**config.mk**
```make
export PLATFORM = sky130hd
export DESIGN_NAME = univ_shift_reg
export DESIGN_NICKNAME = d
export VERILOG_FILES = /design/src/rtl/univ_shift_reg.sv
export SDC_FILE = /design/constraint.sdc
export NUM_CORES = 1
export LEC_CHECK = 0
export BUFFER_PORTS_ARGS = -buffer_cell sky130_fd_sc_hd__buf_2
export CORE_ASPECT_RATIO = 0.8
export CORE_UTILIZATION = 25
export CTS_CLUSTER_SIZE = 14
export DETAILED_ROUTE_END_ITERATION = 10
export HOLD_SLACK_MARGIN = 0.12
export PLACE_DENSITY = 0.42
export RECOVER_POWER = 25
export SLEW_MARGIN = 20
export SYNTH_ARGS = -nofsm -noshare
export SYNTH_HDL_FRONTEND = slang
export SYNTH_SLANG_ARGS = --single-unit
```
**constraint.sdc**
```tcl
create_clock -name CLK -period 5.4 [get_ports CLK]
set_clock_uncertainty 0.05 [all_clocks]
set_input_delay 1.08 -clock CLK [delete_from_list [all_inputs] [get_ports CLK]]
set_output_delay 1.08 -clock CLK [all_outputs]
set_load 0.005 [all_outputs]
```
**src/rtl/univ_shift_reg.sv**
```systemverilog
// Universal shift register with parallel load, seven shift/rotate modes,
// single-step shifting and a self-timed burst engine that shifts a
// programmed number of times and pulses Done when finished.
module univ_shift_reg #(
  parameter int BITS  = 8,
  parameter int CNT_W = 4
) (
  input  logic             CLK,
  input  logic             RST,
  input  logic [BITS-1:0]  data,
  input  logic             Load,
  input  logic [2:0]       Mode,
  input  logic             In,
  input  logic             Enable,
  input  logic             Start,
  input  logic [CNT_W-1:0] Count,
  output logic [BITS-1:0]  out,
  output logic             SerOutL,
  output logic             SerOutR,
  output logic             Busy,
  output logic             Done
);

  typedef enum logic {
    IDLE = 1'b0,
    RUN  = 1'b1
  } state_t;

  localparam logic [2:0] MODE_SHL  = 3'b000;
  localparam logic [2:0] MODE_SHR  = 3'b001;
  localparam logic [2:0] MODE_ROL  = 3'b010;
  localparam logic [2:0] MODE_ROR  = 3'b011;
  localparam logic [2:0] MODE_ASR  = 3'b100;
  localparam logic [2:0] MODE_SHL0 = 3'b101;
  localparam logic [2:0] MODE_SHR0 = 3'b110;

  state_t             state;
  state_t             state_next;
  logic [BITS-1:0]    r;
  logic [BITS-1:0]    r_next;
  logic [CNT_W-1:0]   remaining;
  logic [CNT_W-1:0]   rem_next;
  logic [2:0]         lat_mode;
  logic [2:0]         mode_next;
  logic               done_next;

  // One shift step of the register for a given mode; HOLD returns it unchanged
  // so a HOLD burst still burns through its count.
  function automatic logic [BITS-1:0] shift_once(
    input logic [BITS-1:0] v,
    input logic [2:0]      m,
    input logic            s
  );
    logic [BITS-1:0] res;
    case (m)
      MODE_SHL:  res = {v[BITS-2:0], s};
      MODE_SHR:  res = {s, v[BITS-1:1]};
      MODE_ROL:  res = {v[BITS-2:0], v[BITS-1]};
      MODE_ROR:  res = {v[0], v[BITS-1:1]};
      MODE_ASR:  res = {v[BITS-1], v[BITS-1:1]};
      MODE_SHL0: res = {v[BITS-2:0], 1'b0};
      MODE_SHR0: res = {1'b0, v[BITS-1:1]};
      default:   res = v;
    endcase
    return res;
  endfunction

  // State and datapath registers; reset clears everything including a burst in flight.
  always_ff @(posedge CLK or negedge RST) begin
    if (!RST) begin
      state     <= IDLE;
      r         <= '0;
      remaining <= '0;
      lat_mode  <= 3'b000;
      Done      <= 1'b0;
    end else begin
      state     <= state_next;
      r         <= r_next;
      remaining <= rem_next;
      lat_mode  <= mode_next;
      Done      <= done_next;
    end
  end

  // Next-state logic in priority order: load, burst step, burst accept, single step.
  // Start is only looked at in IDLE, so Start/Enable/Mode/Count are ignored while busy.
  always_comb begin
    state_next = state;
    r_next     = r;
    rem_next   = remaining;
    mode_next  = lat_mode;
    done_next  = 1'b0;
    if (Load) begin
      r_next     = data;
      rem_next   = '0;
      state_next = IDLE;
    end else if (state == RUN) begin
      r_next   = shift_once(r, lat_mode, In);
      rem_next = remaining - 1'b1;
      if (remaining == CNT_W'(1)) begin
        state_next = IDLE;
        done_next  = 1'b1;
      end
    end else if (Start) begin
      mode_next = Mode;
      if (Count == '0) begin
        done_next = 1'b1;
      end else begin
        state_next = RUN;
        rem_next   = Count;
      end
    end else if (Enable) begin
      r_next = shift_once(r, Mode, In);
    end
  end

  // Outputs decoded straight from the registers.
  always_comb begin
    out     = r;
    SerOutL = r[BITS-1];
    SerOutR = r[0];
    Busy    = (state == RUN);
  end

endmodule
```
# == Word level (Yosys, flattened, before mapping) ==
# Cells that the tools add are included.
# word_totals
ff_bits,17
input_bits,21
output_inout_bits,12
# classes
addsub,1
bitwise,2
muxes,20
reduce_logical,11
eq_ne,19
# ops
operator,n
one-hot mux 8 bit (7 select lines),2
2-to-1 mux 8 bit,4
"equality test 3 bit, second input constant",6
2-to-1 mux 4 bit,4
"equality test 3 x 2 -> 1 bit, second input constant",4
2-to-1 mux 1 bit,10
"inequality test 3 bit, second input constant",3
"inequality test 9 x 2 -> 1 bit, second input constant",1
nonzero test 9 bit,1
"inequality test 8 x 2 -> 1 bit, second input constant",1
nonzero test 8 bit,1
"equality test 3 x 1 -> 1 bit, second input constant",2
zero test 3 bit,2
AND reduction 6 bit,1
nonzero test 3 bit,2
"equality test 4 x 1 -> 1 bit, second input constant",1
zero test 4 bit,1
AND reduction 4 bit,1
"subtractor 4 x 1 -> 4 bit, second input constant",1
"inequality test 3 x 2 -> 1 bit, second input constant",1
AND reduction 3 bit,1
inverter 1 bit,2
AND reduction 2 bit,1

# == Longest topological paths before layout ==
# Gate-level depths: netlist of run 1.
# depth
depth_word,6
depth_mapped,6
ltp_nobuf,4

# == Worst setup path after synthesis of run 1 ==
# Ideal clock, no wire load.
# synth_path
kind,input port to flip-flop
from,input port Mode[0]
to,"register r[1], in the netlist out[1]"
path_stages,5
path_buffers,1
t_arrival_ns,2.291
setup_slack_ns,2.923
cell_sequence,buf_4 -> xnor2_2 -> mux2_4 -> a222oi_1 -> mux2i_1
# synth_via
elab_chain_cells,6
# synth_lines
item,line,source
from (decl),12,"input logic [2:0] Mode,"
"equality test 3 bit, or another cell as far along",55,case (m)
one-hot mux 8 bit (7 select lines),55,
2-to-1 mux 8 bit,112,end else if (Enable) begin
2-to-1 mux 8 bit,104,end else if (Start) begin
2-to-1 mux 8 bit,97,end else if (state == RUN) begin
2-to-1 mux 8 bit,93,if (Load) begin
to (signal assigned),78,r <= r_next;
to (decl),39,logic [BITS-1:0] r;
# Several ways; a longest one is shown, not always the timed one. The select of a mux whose other input is x is not followed.
# A chain may end at the register's enable or synchronous reset.

# == Worst setup path in the final report of run 1 ==
# layout_path
from,input port Mode[2]
to,"register r[1], in the netlist out[1]"
# Same word-level chain as after synthesis.

==> results of run 1 <==
==> cell families (layout without fill, tap and decap cells) <==
| kind of cell | Yosys count | in the layout |
|---|---|---|
| flip-flops | 17 | 17 |
| AO/OA/AOI/OAI | 35 | 35 |
| XOR/XNOR | 6 | 6 |
| AND/OR/NAND/NOR | 39 | 39 |
| buffers and inverters | 19 | 42 |
| multiplexers | 22 | 22 |
| adder cells (fa/ha/maj) | 2 | 2 |
==> worst register-to-register path: stages, from the launching register on <==
cell	delay, ns
dfrtp_1	0.68
nor2_1	0.25
o21ai_2	0.14
and2_1	0.35
mux2_2	0.38
==> power by group through the flow <==
stage          Sequential [W]  Combinational [W]  Clock [W]
2_1_floorplan        0.000175           0.000126          0
3_3_place_gp         0.000195           0.000154          0
3_5_place_dp         0.000195           0.000155          0
4_1_cts              0.000193           0.000156   0.000103
5_1_grt              0.000199           0.000170   0.000111
6_report             0.000193           0.000154  0.0000989
==> per-layer routing <==
metal | global-route usage (%) | routed length [um]
met1 | 17.00 | 1666
met2 | 21.93 | 1613
met3 | 3.965 | 199
met4 | 3.233 | 29
met5 | 0 | 0
==> cells in the final DEF, fill, tap and decap left out, types with 2 or more instances in the layout <==
| cell type | synthesis | final |
|---|---|---|
| o21ai_0 | 5 | 5 |
| nor2_1 | 3 | 3 |
| nor2b_1 | 3 | 3 |
| clkbuf_8 | 0 | 3 |
| mux2_2 | 7 | 7 |
| xnor2_1 | 3 | 3 |
| o221ai_1 | 4 | 4 |
| nand2b_1 | 3 | 3 |
| a2111oi_0 | 2 | 2 |
| a41oi_1 | 2 | 2 |
| a211oi_1 | 7 | 7 |
| nand3_1 | 5 | 5 |
| o21bai_1 | 2 | 2 |
| clkbuf_1 | 4 | 2 |
| a21oi_1 | 2 | 2 |
| a31oi_1 | 3 | 3 |
| and2_1 | 3 | 3 |
| mux2i_1 | 14 | 14 |
| ha_1 | 2 | 2 |
| inv_1 | 6 | 6 |
| nand2_1 | 12 | 12 |
| xnor2_2 | 2 | 2 |
| buf_2 | 4 | 31 |
| a221oi_1 | 2 | 2 |
| dfrtp_1 | 17 | 17 |
==> state kept, by name (all words and copies together) (netlist names) <==
signal     flops
remaining      4
out            8
Busy           1
Done           1
lat_mode       3
==> layout make-up <==
type / count / area, um^2 / area share [%]
clock buffer: 4 / 45.04 / 2.953
multi-input combinational: 104 / 795.8 / 52.17
timing repair buffer: 32 / 158.9 / 10.42
tap: 62 / 77.57 / 5.086
inverter: 6 / 22.52 / 1.477
sequential: 17 / 425.4 / 27.89
==> path summary, 6_finish.rpt <==
| path | startpoint | end | slack [ns] | cells past startpoint |
|---|---|---|---|---|
| setup / recovery | Mode[2] | out[1] | 2.91 | 5 |
| hold / removal | remaining[0] | remaining[0] | 0.51 | 1 |
| setup reg to reg | Busy | out[2] | 3.42 | 4 |
| hold reg to reg | remaining[0] | remaining[0] | 0.51 | 1 |
| max in group asynchronous | RST | remaining[2] | 3.72 | 1 |
| min in group asynchronous | RST | out[3] | 0.94 | 1 |
==> per-stage QoR <==
stage | hold WS, ns | instances | setup WS (ns) | util (%) | power, W
2_1_floorplan | 0.4524 | 140 | 2.923 | - | 0.0003013
3_3_place_gp | 0.5194 | 221 | 2.705 | 29.42 | 0.0003495
3_5_place_dp | 0.5155 | 221 | 2.674 | 29.42 | 0.0003496
4_1_cts | 0.5252 | 225 | 2.936 | 30.31 | 0.0004511
5_1_grt | 0.5575 | 225 | 2.891 | 30.29 | 0.0004798
6_report | 0.5107 | 225 | 2.913 | 30.29 | 0.0004459
==> flow_metrics.py, run 1 <==
metrics = {
    "status": {
        "status": "finished, final reports clean",
    },
    "synth": {
        "synth.most_common_cell": "dfrtp_1",
        "ys_ff_latch": 17,
        "synth-simple-area-share_pct": 15.67,
        "synthTopCellsByCount": "17 x dfrtp_1, 14 x mux2i_1, 12 x nand2_1",
        "async_flop_share_pct": 100.0,
        "synth_cell_types": 45,
        "synth_compound_area_share_pct": 19.94,
        "synthAdderAreaFrac_pct": 1.899,
        "yosysTopAreaCell": "dfrtp_1",
        "syn_area_per_cell_um2": 9.411,
        "synth_mux_area_share_pct": 17.76,
        "syn_nets": 163,
        "syn_area_um2": 1318,
        "synth_ff_type": "dfrtp_1",
        "synth_top_family_by_area": "compound AO/OA/AOI/OAI gates",
        "synth_xor_area_share_pct": 5.128,
        "synth_top_cell_area_share_pct": 32.29,
        "yosysWarningCount": 0,
        "syn_inst": 140,
        "seq_area_frac_synth_pct": 32.29,
        "synthTopCellsByArea": "dfrtp_1 32%, mux2i_1 11%, mux2_2 6.0%",
        "synth_edf_count": 0,
    },
    "worst_setup_path": {
        "worst-setup-path-type": "primary input to flop",
        "start_kind": "primary input",
        "crit_buf_inv": 1,
        "cp_max_fo": 7,
        "worst_setup_path_end_kind": "flop",
        "cp_top_family": "XOR/XNOR gates",
        "worstPathArrival_ns": 2.56,
        "cp_slowest_stage_delay_ns": 0.53,
        "path_cells": "buf_2 -> xnor2_2 -> mux2_4 -> a222oi_1 -> mux2i_1",
        "cp_slowest_cell": "xnor2_2",
        "cp_data_required_time_ns": 5.47,
    },
    "power_and_ir_drop": {
        "power_switching_w": 0.0001607,
        "total_leakage_power_nw": 0.6830,
        "power_density_nw_per_um2": 292.3,
        "p_comb_share_pct": 34.5,
        "p_clk_share_pct": 22.2,
        "pwr-share-seq_pct": 43.3,
        "p_int_w": 0.0002852,
        "sw_frac_of_total_pct": 36.04,
        "ir_worst_vdd_uv": 102.2,
    },
    "place": {
        "place_congestion": 0.7550,
        "port_buffers": 32,
        "placed_cell_area_um2": 1481,
        "hpwl_mm": 2.589,
    },
    "sta": {
        "fin_crit_sh_pct": 46.06,
        "tightest_slew_ns": 1.059,
        "setup_tns_ns": 0,
        "max_slew_margin_pct": 29.38,
        "fin_crit_ns": 2.487,
        "hold_viol_final": 0,
        "slew_viol_final": 0,
        "clock.fmax_mhz": 402.0,
        "grt_setup_unrepaired": "no",
        "final-setup-viol-count": 0,
    },
    "drt": {
        "vias": 1190,
        "drc": 0,
        "drt_iter0_markers": 59,
        "ant_nets": 0,
        "wire_per_inst_um": 15.59,
        "drtPass1Iterations": 4,
        "wl_mm": 3.508,
        "vias_per_cell": 5.289,
    },
    "hold_path": {
        "holdCritPathClass": "flop to flop",
    },
    "finish": {
        "area_growth_pct": 15.76,
        "design_area_um2": 1525,
        "diodes": 0,
        "final_nets": 187,
        "nFillCells": 526,
        "layout-drive-gt1-share_pct": 28.83,
    },
    "cts": {
        "clock_sinks": 17,
        "h-tree-depth": 1,
        "max-clock-path-buffers": 2,
        "clk_latency_ns": 0.25,
        "cts.reportedPaths.clkPinSlew_ns": 0.07,
        "cts_hold_buf": 0,
        "cts_tree": "yes",
        "clockRootBuffer": "clkbuf_8",
        "cts_buffers": 3,
        "cts_setup_buffers": 0,
        "cts_resized": 0,
    },
    "job": {
        "maxCapViolations": 0,
    },
    "global_routing": {
        "grt_pass1_vias": 1137,
        "grt_usage_pct": 13.26,
        "grt.overflow.total": 0,
        "grt_max_degree": 20,
        "grt_antenna_before_repair": 0,
        "grt_pass1_wl_mm": 5.685,
    },
    "die": {
        "fp-row-count": 23,
        "start_util_pct": 26.16,
        "fp.coreArea_um2": 5036,
        "die_h_um": 66.93,
        "io_pins": 33,
        "die_area_um2": 5566,
        "die_x_um": 83.17,
    },
}
Power figures use the tool's default switching activity.
==> run 2, diff against run 1 <==
==> constraint.sdc (replaced) <==
create_clock -name CLK -period 2.6 [get_ports CLK]
set_clock_uncertainty 0.05 [all_clocks]
set_input_delay 0.52 -clock CLK [delete_from_list [all_inputs] [get_ports CLK]]
set_output_delay 0.52 -clock CLK [all_outputs]
set_load 0.005 [all_outputs]
==> flow_metrics.py, run 2 (synthesis results as in run 1) <==
metrics = {
    "global_routing": {
        "grt_max_degree": 20,
        "grt_usage_pct": 13.82,
        "grt_pass1_wl_mm": 5.968,
        "grt_pass1_vias": 1178,
        "grt.overflow.total": 0,
        "grt_antenna_before_repair": 0,
    },
    "die": {
        "die_area_um2": 5566,
        "fp-row-count": 23,
        "io_pins": 33,
        "fp.coreArea_um2": 5036,
        "die_x_um": 83.17,
        "start_util_pct": 26.16,
        "die_h_um": 66.93,
    },
    "sta": {
        "max_slew_margin_pct": 29.16,
        "clock.fmax_mhz": 507.8,
        "grt_setup_unrepaired": "no",
        "final-setup-viol-count": 0,
        "setup_tns_ns": 0,
        "fin_crit_sh_pct": 75.74,
        "slew_viol_final": 0,
        "hold_viol_final": 0,
        "tightest_slew_ns": 1.063,
        "fin_crit_ns": 1.969,
    },
    "hold_path": {
        "holdCritPathClass": "primary input to async pin",
    },
    "power_and_ir_drop": {
        "ir_worst_vdd_uv": 237.4,
        "power_density_nw_per_um2": 606.5,
        "total_leakage_power_nw": 0.6830,
    },
    "worst_setup_path": {
        "worstReg2RegEnd": "out[2]",
        "timing.reg2reg.setup_slack_ns": 0.63,
        "cp_data_required_time_ns": 2.69,
        "cp_max_fo": 18,
        "r2r-start": "Busy",
        "start_kind": "flop",
        "reg2regPathDepth": 4,
        "worst-setup-path-type": "flop to flop",
        "worstPathArrival_ns": 2.06,
        "worst_setup_path_end_kind": "flop",
    },
    "cts": {
        "cts_buffers": 3,
        "cts_setup_buffers": 0,
        "clock_sinks": 17,
        "h-tree-depth": 1,
        "clk_latency_ns": 0.25,
        "cts.reportedPaths.clkPinSlew_ns": 0.07,
        "clockRootBuffer": "clkbuf_8",
        "cts_resized": 0,
        "cts_tree": "yes",
        "max-clock-path-buffers": 2,
        "cts_hold_buf": 0,
    },
    "drt": {
        "ant_nets": 0,
        "wl_mm": 3.541,
        "drtPass1Iterations": 5,
        "wire_per_inst_um": 15.74,
        "vias": 1171,
        "drt_iter0_markers": 63,
        "vias_per_cell": 5.204,
        "drc": 0,
    },
    "place": {
        "hpwl_mm": 2.617,
        "port_buffers": 32,
        "place_congestion": 0.7547,
        "dp_cells": 221,
    },
    "finish": {
        "diodes": 0,
        "final_nets": 187,
        "multi_input_area_um2": 795.8,
        "final_common_cell": "buf_2",
        "layout-drive-gt1-share_pct": 28.83,
        "largest_reg_flops": 8,
        "area_growth_pct": 15.76,
        "finalNonFillerCells": 225,
        "nFillCells": 529,
        "final_cell_mix": "31 x buf_2, 17 x dfrtp_1, 14 x mux2i_1, 12 x nand2_1",
        "seqCellArea_um2": 425.4,
    },
    "status": {
        "status": "finished, final reports clean",
    },
    "job": {
        "maxCapViolations": 0,
    },
}
run 2: cell counts in the layout (fill, tap and decap cells not counted):
No cell type changed its count.
run 2: power breakdown:
part           switching [W]  internal, W
Combinational       0.000148     0.000174
Sequential         0.0000909     0.000310
Clock              0.0000939     0.000109
run 2: worst max path at each step:
stage / cells past startpoint / startpoint / to
after floorplan: 5 / Mode[0] / out[1]
after global placement: 5 / Mode[2] / out[1]
after detailed placement: 5 / Load / out[5]
after CTS: 4 / Busy / out[5]
after global routing: 4 / Busy / out[5]
final: 4 / Busy / out[2]
run 2: through the flow:
stage                     power (W)  setup slack [ns]  util, %  hold WS [ns]  area [um^2]
final                     0.0009250            0.6307    30.29        0.3840         1525
after global routing       0.001001            0.4984    30.29        0.4821         1525
after CTS                 0.0009378            0.6257    30.31        0.1603         1526
after detailed placement  0.0007279            0.4474    29.42        0.4438         1481
after global placement    0.0007258            0.4656    29.42        0.4348         1481
after floorplan           0.0006258            0.6831        -        0.1744         1318
run 2: final cells by class:
cell class | instances | area share [%]
Timing Repair Buffer | 32 | 10.42
Inverter | 6 | 1.477
Multi-Input combinational cell | 104 | 52.17
Clock buffer | 4 | 2.953
Sequential cell | 17 | 27.89
Tap cell | 62 | 5.086
run 2: worst max-delay path, stage by stage, from the launching register on:
cell and delay (ns):
dfrtp_1 0.68, nor2_1 0.25, o21ai_2 0.14, and2_1 0.35, mux2_2 0.38
run 2: layer usage:
metal  part of all wire, %  vias up  track usage, %  routed length, um
met1                    50      574           18.09               1783
li1                      -      563               -                  -
met3                   4.9        2           3.841                174
met2                    44       32           22.44               1553
met4                  0.82        0           3.664                 29
met5                     0        -               0                  0
==> run 3, diff against run 2 <==
--- a/config.mk
+++ b/config.mk
@@ -5,13 +5,14 @@
 export SDC_FILE = /design/constraint.sdc
 export NUM_CORES = 1
 export LEC_CHECK = 0
+export ABC_AREA = 1
 export BUFFER_PORTS_ARGS = -buffer_cell sky130_fd_sc_hd__buf_2
 export CORE_ASPECT_RATIO = 0.8
 export CORE_UTILIZATION = 25
 export CTS_CLUSTER_SIZE = 14
 export DETAILED_ROUTE_END_ITERATION = 10
 export HOLD_SLACK_MARGIN = 0.12
-export PLACE_DENSITY = 0.42
+export PLACE_DENSITY = 0.41
 export RECOVER_POWER = 25
 export SLEW_MARGIN = 20
 export SYNTH_ARGS = -nofsm -noshare
==> constraint.sdc (replaced) <==
create_clock -name CLK -period 1.9 [get_ports CLK]
set_clock_uncertainty 0.05 [all_clocks]
set_input_delay 0.38 -clock CLK [delete_from_list [all_inputs] [get_ports CLK]]
set_output_delay 0.38 -clock CLK [all_outputs]
set_load 0.005 [all_outputs]
==> flow_metrics.py, run 3 <==
metrics = {
    "power_and_ir_drop": {
        "power_density_nw_per_um2": 747.9,
        "ir_worst_vdd_uv": 204.9,
        "p_int_w": 0.0007468,
        "sw_frac_of_total_pct": 40.00,
        "power_switching_w": 0.0004978,
        "p_comb_share_pct": 36.0,
        "total_leakage_power_nw": 0.8941,
        "p_clk_share_pct": 23.5,
        "pwr-share-seq_pct": 40.5,
    },
    "synth": {
        "yosysWarningCount": 0,
        "synthTopCellsByCount": "72 x nand2_1, 27 x inv_1, 19 x nand3_1",
        "synth_top_cell_area_share_pct": 30.44,
        "synth_ff_type": "dfrtp_1",
        "seq_area_frac_synth_pct": 30.44,
        "syn_nets": 238,
        "yosysTopAreaCell": "dfrtp_1",
        "syn_area_um2": 1398,
        "syn_area_per_cell_um2": 6.500,
        "syn_inst": 215,
        "synth.most_common_cell": "nand2_1",
        "synth_cell_types": 23,
        "async_flop_share_pct": 100.0,
        "synthTopCellsByArea": "dfrtp_1 30%, nand2_1 19%, inv_1 7.3%",
        "synth_edf_count": 0,
        "ys_ff_latch": 17,
    },
    "global_routing": {
        "grt_usage_pct": 14.61,
        "grt_max_degree": 18,
        "grt_antenna_before_repair": 0,
        "grt.overflow.total": 0,
        "grt_pass1_wl_mm": 6.486,
        "grt_pass1_vias": 1336,
    },
    "die": {
        "start_util_pct": 26.98,
        "die_area_um2": 5895,
        "die_x_um": 85.60,
        "die_h_um": 68.88,
        "io_pins": 33,
        "fp-row-count": 23,
        "fp.coreArea_um2": 5180,
    },
    "drt": {
        "drt_iter0_markers": 69,
        "ant_nets": 0,
        "vias": 1480,
        "drtPass1Iterations": 4,
        "drc": 0,
        "wl_mm": 3.904,
        "vias_per_cell": 4.759,
        "wire_per_inst_um": 12.55,
    },
    "sta": {
        "fin_crit_sh_pct": 76.35,
        "hold_viol_final": 0,
        "max_slew_margin_pct": 33.48,
        "final-setup-viol-count": 0,
        "tightest_slew_ns": 0.9978,
        "setup_tns_ns": 0,
        "fin_crit_ns": 1.451,
        "slew_viol_final": 0,
        "grt_setup_unrepaired": "no",
        "holdWs_ns": 0.3486,
        "clock.fmax_mhz": 689.4,
    },
    "worst_setup_path": {
        "path_cells": "dlygate4sd3_1 -> clkbuf_1",
        "cp_top_family": "buffers and inverters",
        "worstPathArrival_ns": 1.65,
        "cp_slowest_stage_delay_ns": 0.74,
        "start_kind": "primary input",
        "cp_max_fo": 17,
        "worst-setup-path-type": "primary input to async pin",
        "worst_setup_path_end_kind": "async pin",
        "crit_buf_inv": 2,
        "cp_slowest_cell": "clkbuf_1",
        "cp_data_required_time_ns": 2.09,
    },
    "finish": {
        "layout-drive-gt1-share_pct": 22.49,
        "final_core_util_pct": 32.13,
        "final_cell_mix": "72 x nand2_1, 31 x buf_2, 27 x inv_1, 19 x nand3_1, 17 x dfrtp_1",
        "final_nets": 273,
        "largest_reg_flops": 8,
        "nFillCells": 606,
        "final_common_cell": "nand2_1",
        "area_growth_pct": 19.07,
        "diodes": 0,
    },
    "cts": {
        "cts.reportedPaths.clkPinSlew_ns": 0.08,
        "cts_hold_buf": 1,
        "max-clock-path-buffers": 2,
        "cts_resized": 0,
        "clockRootBuffer": "clkbuf_8",
        "cts_setup_buffers": 0,
        "cts_tree": "yes",
        "cts_buffers": 3,
        "h-tree-depth": 1,
        "clk_latency_ns": 0.26,
        "clock_sinks": 17,
    },
    "place": {
        "hpwl_mm": 3.010,
        "place_congestion": 0.7829,
        "port_buffers": 32,
    },
    "status": {
        "status": "finished, final reports clean",
    },
    "hold_path": {
        "holdCritPathClass": "primary input to flop",
    },
    "job": {
        "maxCapViolations": 0,
    },
}
run 3: cell types whose count changed in the layout (fill, tap and decap cells not counted), sizes merged, moves of 5 or more:
cell and change:
a21oi +8, nand2 +67, nand4 +12, xnor2 -5
mux2i -14, nand3 +18, a211oi -7, inv +23
o21ai +12, nor2 +12, mux2 -8
run 3: cell type report:
class / count / area [um^2] / area share, %
multi-input combinational: 162 / 804.5 / 48.35
sequential: 17 / 425.4 / 25.56
timing repair buffer: 37 / 198.9 / 11.95
inverter: 29 / 108.9 / 6.541
tap: 62 / 77.57 / 4.662
clock buffer: 3 / 41.29 / 2.481
clock inverter: 1 / 7.507 / 0.4511
run 3: power by group through the flow:
stage | Sequential, W | Clock (W) | Combinational (W)
floorplan | 0.000488 | 0 | 0.000330
global placement | 0.000516 | 0 | 0.000457
detailed placement | 0.000513 | 0 | 0.000449
CTS | 0.000506 | 0.000310 | 0.000454
global route | 0.000516 | 0.000322 | 0.000523
finish | 0.000504 | 0.000293 | 0.000448
run 3: final timing paths:
check / startpoint / endpoint / slack, ns / cells after the start
hold / removal: Count[2] / remaining[2] / 0.35 / 3
max in group CLK: Busy / out[7] / 0.45 / 9
min in group asynchronous: RST / remaining[0] / 0.74 / 2
setup / recovery: RST / lat_mode[0] / 0.45 / 2
setup reg to reg: Busy / out[7] / 0.45 / 9
hold reg to reg: remaining[3] / remaining[3] / 0.45 / 2
run 3: logic make-up after synthesis:
logic type / Yosys count / synth area share [%]
AOI/OAI and AO/OA: 30 / 12.00
adders and majority gates: 2 / 1.790
buffers and inverters: 36 / 12.00
DFF: 17 / 30.44
and+or+nand+nor: 130 / 43.78
run 3: routing by layer:
metal  share of wire (%)  track usage, %  wire length, um  up-vias
met5                   0               0                0        -
met4                 1.2           4.375               46        0
met3                 6.3           3.452              247        5
met2                  41           22.50             1602       42
met1                  51           20.41             2007      667
li1                    -               -                -      766
run 3: per-stage QoR:
step           cells  area [um^2]  total power, W  worst slack [ns]
5_1_grt          311         1664        0.001362            0.2156
6_report         311         1664        0.001245            0.4494
2_1_floorplan    215         1398       0.0008177            0.6013
3_5_place_dp     306         1607       0.0009616            0.3334
4_1_cts          311         1665        0.001270            0.4587
3_3_place_gp     306         1607       0.0009730            0.3562
